## src/rtl/reflex_score.sv

```systemverilog
// Reaction-time scorer: times from a stimulus-light rising edge to a fire press in
// BCD milliseconds, and keeps the best (lowest) valid result.
module reflex_score #(
   parameter int unsigned CLKS_PER_MS = 100000
) (
   input  logic        clk,
   input  logic        reset,
   input  logic        arm_pulse,
   input  logic        light_on,
   input  logic        fire_pulse,
   input  logic        clear_best,
   output logic [11:0] bcd_time,
   output logic [11:0] best_time,
   output logic        valid,
   output logic        false_start,
   output logic        overflow,
   output logic        new_best
);

   localparam int unsigned    PW   = $clog2(CLKS_PER_MS);
   localparam logic [PW-1:0]  TERM = PW'(CLKS_PER_MS - 1);
   localparam logic [11:0]    MAX_BCD = 12'h999;

   typedef enum logic [2:0] {IDLE, ARMED, TIMING, DONE, FAULT} state_t;

   state_t        state_q, state_d;
   logic [PW-1:0] prescaler;
   logic          light_d;
   logic          judge;
   logic          start;
   logic          ms_tick;

   assign start   = light_on & ~light_d;
   assign ms_tick = (state_q == TIMING) && (prescaler == TERM);

   // Decimal increment; the caller guarantees the input is below 999.
   function automatic logic [11:0] bcd_inc(input logic [11:0] v);
      logic [3:0] d2, d1, d0;
      {d2, d1, d0} = v;
      if (d0 != 4'd9) begin
         d0 = d0 + 4'd1;
      end else begin
         d0 = 4'd0;
         if (d1 != 4'd9) begin
            d1 = d1 + 4'd1;
         end else begin
            d1 = 4'd0;
            d2 = d2 + 4'd1;
         end
      end
      return {d2, d1, d0};
   endfunction

   // NOTE: non-blocking assignments in clocked blocks so every register samples pre-edge values.
   always_ff @(posedge clk) begin
      if (reset) state_q <= IDLE;
      else       state_q <= state_d;
   end

   // NOTE: default assigned first so no path through this block leaves state_d unassigned (no latch).
   always_comb begin
      state_d = state_q;
      if (arm_pulse) begin
         state_d = ARMED;
      end else begin
         case (state_q)
            ARMED: begin
               if (fire_pulse)  state_d = FAULT;
               else if (start)  state_d = TIMING;
            end
            TIMING: if (fire_pulse) state_d = DONE;
            default: ;
         endcase
      end
   end

   always_ff @(posedge clk) begin
      if (reset) begin
         prescaler   <= '0;
         light_d     <= 1'b0;
         judge       <= 1'b0;
         bcd_time    <= 12'h000;
         best_time   <= MAX_BCD;
         valid       <= 1'b0;
         false_start <= 1'b0;
         overflow    <= 1'b0;
         new_best    <= 1'b0;
      end else begin
         light_d  <= light_on;
         new_best <= 1'b0;
         judge    <= 1'b0;
         if (arm_pulse) begin
            prescaler   <= '0;
            bcd_time    <= 12'h000;
            valid       <= 1'b0;
            false_start <= 1'b0;
            overflow    <= 1'b0;
         end else begin
            case (state_q)
               ARMED: begin
                  // The start cycle itself is prescaler count 0.
                  if (fire_pulse)  false_start <= 1'b1;
                  else if (start)  prescaler   <= PW'(1);
               end
               TIMING: begin
                  if (fire_pulse) begin
                     valid <= 1'b1;
                     judge <= 1'b1;
                  end else begin
                     prescaler <= ms_tick ? '0 : prescaler + PW'(1);
                     if (ms_tick) begin
                        if (bcd_time == MAX_BCD) overflow <= 1'b1;
                        else                     bcd_time <= bcd_inc(bcd_time);
                     end
                  end
               end
               DONE: begin
                  if (judge && !overflow && (bcd_time < best_time)) begin
                     best_time <= bcd_time;
                     new_best  <= 1'b1;
                  end
               end
               default: ;
            endcase
         end
         if (clear_best) begin
            best_time <= MAX_BCD;
            new_best  <= 1'b0;
         end
      end
   end

endmodule
```

## config.mk

```make
export PLATFORM = sky130hd
export DESIGN_NAME = reflex_score
export DESIGN_NICKNAME = d
export VERILOG_FILES = /design/src/rtl/reflex_score.sv
export SDC_FILE = /design/constraint.sdc
export NUM_CORES = 1
export LEC_CHECK = 0
export ABC_CLOCK_PERIOD_IN_PS = 3500
export BUFFER_PORTS_ARGS = -buffer_cell sky130_fd_sc_hd__buf_4
export CAP_MARGIN = 0
export CORE_ASPECT_RATIO = 0.75
export CORE_MARGIN = 2
export CORE_UTILIZATION = 60
export CTS_CLUSTER_SIZE = 30
export DETAILED_ROUTE_END_ITERATION = 8
export PLACE_DENSITY = 0.93
export SETUP_SLACK_MARGIN = 0.02
export SLEW_MARGIN = 20
export SYNTH_ARGS = -nofsm -noshare
export SYNTH_HDL_FRONTEND = slang
export SYNTH_SLANG_ARGS = --single-unit
```

## constraint.sdc

```tcl
create_clock -name clk -period 3.5 [get_ports clk]
set_clock_uncertainty 0.1 [all_clocks]
set_input_delay 0.35 -clock clk [delete_from_list [all_inputs] [get_ports clk]]
set_output_delay 0.35 -clock clk [all_outputs]
set_load 0.02 [all_outputs]
```

==> results.yml <==
outcome:
  status: "completed"
clock_network:
  cts_resized: 0
  htreeDepth: 2
  clockRootBuffer: "clkbuf_8"
  cts_buffers: 5
  clock_sinks: 50
  cts_tree: "done"
  post-cts-setup-buffers: 0
  cts-hold-fix-buffers: 0
  path_clk_slew_ns: 0.09
  clk_path_buf_depth: 2
  clk_latency_ns: 0.31
synth:
  avgSynthCellArea_um2: 8.574
  ys.flop_type: "dfxtp_1"
  syn_inst: 326
  synthDistinctLibCells: 56
  yosys_warnings: 0
  syn-num-nets: 346
  netlist_area_um2: 2795
  netlist_top_cells_count: "dfxtp_1 (50), nor2_1 (47), nand2_1 (33), mux2i_1 (16)"
  synth_top_area_share_pct: 35.81
  ys_ff_latch: 50
  synth-edff-count: 0
  synthSimpleGateAreaFrac_pct: 30.13
  ys_seq_area_share_pct: 35.81
  synth_compound_area_share_pct: 14.19
  async_flop_share_pct: 0
  synth_fa_ha_area_share_pct: 6.267
  synth.area.mux_share_pct: 5.730
  synth.most_common_cell: "dfxtp_1"
  synth_area_leaders: "dfxtp_1 (36%), nor2_1 (6.3%), ha_1 (6.3%), mux2i_1 (5.7%), nand2_1 (4.4%)"
  synth_largest_area_cell: "dfxtp_1"
  synth_top_family_by_area: "simple AND/OR/NAND/NOR gates"
  synth-xor-area-share_pct: 2.820
final_layout:
  multiInputGateArea_um2: 1653
  area_growth_pct: 12.44
  fin_cells: 411
  fillers: 328
  final_nets: 373
  n_antenna_cell: 0
  drive_above_1_share_pct: 15.82
  seq_area_um2: 1001
grt:
  antenna_found_initial: 0
  grt_first_pass_wirelength_mm: 11.17
  grt_max_degree: 27
  first_global_vias: 2458
  gr-total-overflow: 0
  grt_util_all_layers_pct: 26.12
pwr:
  switching_power_uw: 223.5
  p_int_uw: 798.2
  pwr-share-clk_pct: 39.8
  p_seq_share_pct: 56.3
  p_per_area_nw_per_um2: 325.1
  pwr-share-comb_pct: 3.9
  ir_drop_v: 0.0002351
  leakagePower_nw: 1.181
  switching_share_pct: 21.88
sta:
  setup-violations-final: 0
  rsz0062_at_grt: "no"
  finalSetupTns_ns: 0
  drv_slew: 0
  worst_slew_pin_slew_ns: 0.9281
  fmaxAchievable_ghz: 0.4308
  maxSlewHeadroom_pct: 38.13
  min_period_over_period_pct: 66.32
  hold_viol_final: 0
  fin_crit_ns: 2.321
placement:
  place_congestion: 0.8930
  dp_hpwl_mm: 4.801
  io_buffers: 33
  place_inst: 403
floorplan:
  start_util_pct: 62.58
  ioPinCount: 34
  die_x_um: 82.82
  dieArea_um2: 5226
  coreArea_um2: 4467
  die_height_um: 63.11
  row_count: 21
setup_path:
  worstSetupStartpointType: "register"
  cp_slowest_stage_delay_ns: 0.47
  cp.buffers_inverters: 0
  cpMaxStageDelayCell: "a21oi_4"
  endpoint_kind: "register"
  worstPathArrival_ns: 2.45
  path_delay_family: "compound AO/OA/AOI/OAI gates"
  crit_chain: "ha_1 -> a21o_1 -> a2111oi_2 -> o21ai_1 -> a21oi_4 -> mux2i_1"
  path_max_fanout: 13
  required_ns: 3.63
  crit_type: "reg2reg"
route:
  via_per_inst: 6.163
  vias: 2533
  drt-total-wl_mm: 6.715
  first_iter_violations: 238
  wl_per_cell_um: 16.34
  route.detailed.drc: 0
  drtPass1Iterations: 7
  ant_nets: 0
job:
  drv_cap: 0
min_path:
  hold_path_class: "in2reg"
per-layer routing:
| metal | share of wire, % | wire [um] | track usage [%] |
|---|---|---|---|
| met2 | 47 | 3153 | 42.84 |
| met1 | 46 | 3082 | 34.04 |
| met3 | 5.7 | 385 | 6.160 |
| met5 | 0 | 0 | 0 |
| met4 | 1.4 | 93 | 8.811 |
final cells by class:
| cell class | instances | area share [%] |
|---|---|---|
| Tap cell | 57 | 2.269 |
| Sequential cell | 50 | 31.85 |
| Inverter | 15 | 1.791 |
| Multi-Input combinational cell | 247 | 52.59 |
| Clock inverter | 1 | 0.9554 |
| Clock buffer | 7 | 2.428 |
| Timing Repair Buffer | 34 | 8.121 |
cell usage in the layout, fill, tap and decap left out, types with 5 or more instances in the layout:
cell	count
nand4_1	10
a211oi_1	5
a31oi_1	5
nand2_1	33
xor2_1	7
inv_1	15
ha_1	14
dfxtp_1	50
nor2_1	47
nor2b_1	6
buf_4	34
clkbuf_8	5
nand2b_1	5
mux2i_1	16
nand3_1	6
o21ai_1	6
nor3_1	6
a21oi_1	15
o31ai_1	5
power groups by stage:
stage / clock, mW / sequential, mW / combinational (mW)
2_1_floorplan: 0 / 0.585 / 0.0295
3_3_place_gp: 0 / 0.588 / 0.0377
3_5_place_dp: 0 / 0.588 / 0.0393
4_1_cts: 0.411 / 0.575 / 0.0395
5_1_grt: 0.440 / 0.576 / 0.0440
6_report: 0.406 / 0.575 / 0.0403
cells by family (layout without fill, tap and decap cells):
logic type | after synthesis | count (layout)
compound gates | 58 | 58
xor+xnor | 9 | 9
simple gates | 150 | 150
mux | 16 | 16
buf+inv | 29 | 57
fa+ha+maj | 14 | 14
flops | 50 | 50
metrics by stage:
| stage | worst slack [ns] | util [%] | total power [mW] | hold WS, ns | area, um^2 |
|---|---|---|---|---|---|
| 2_1_floorplan | 1.347 | - | 0.6148 | 0.3191 | 2795 |
| 6_report | 1.179 | 70.36 | 1.022 | 0.1481 | 3143 |
| 4_1_cts | 1.175 | 70.36 | 1.025 | 0.1446 | 3143 |
| 3_3_place_gp | 1.319 | 67.98 | 0.6257 | 0.3573 | 3037 |
| 3_5_place_dp | 1.178 | 67.98 | 0.6274 | 0.3625 | 3037 |
| 5_1_grt | 1.021 | 70.36 | 1.060 | 0.1444 | 3143 |
final timing paths:
| kind | from | endpoint | slack, ns | cells after the start |
|---|---|---|---|---|
| min reg2reg | best_time[2]$_SDFFE_PP0P_ | best_time[2]$_SDFFE_PP0P_ | 0.38 | 2 |
| min | reset | state_q[0]$_SDFFE_PP0P_ | 0.15 | 2 |
| max | bcd_time[10]$_SDFFE_PP0P_ | best_time[11]$_SDFFE_PP1P_ | 1.18 | 6 |
| max reg2reg | bcd_time[10]$_SDFFE_PP0P_ | best_time[11]$_SDFFE_PP1P_ | 1.18 | 6 |
flip-flops by register name (all words and copies together) (netlist names):
name	flops
new_best	1
judge	1
state_q	3
prescaler	17
bcd_time	12
overflow	1
false_start	1
valid	1
light_d	1
best_time	12
Note: power is estimated with default switching activity, not from simulation.
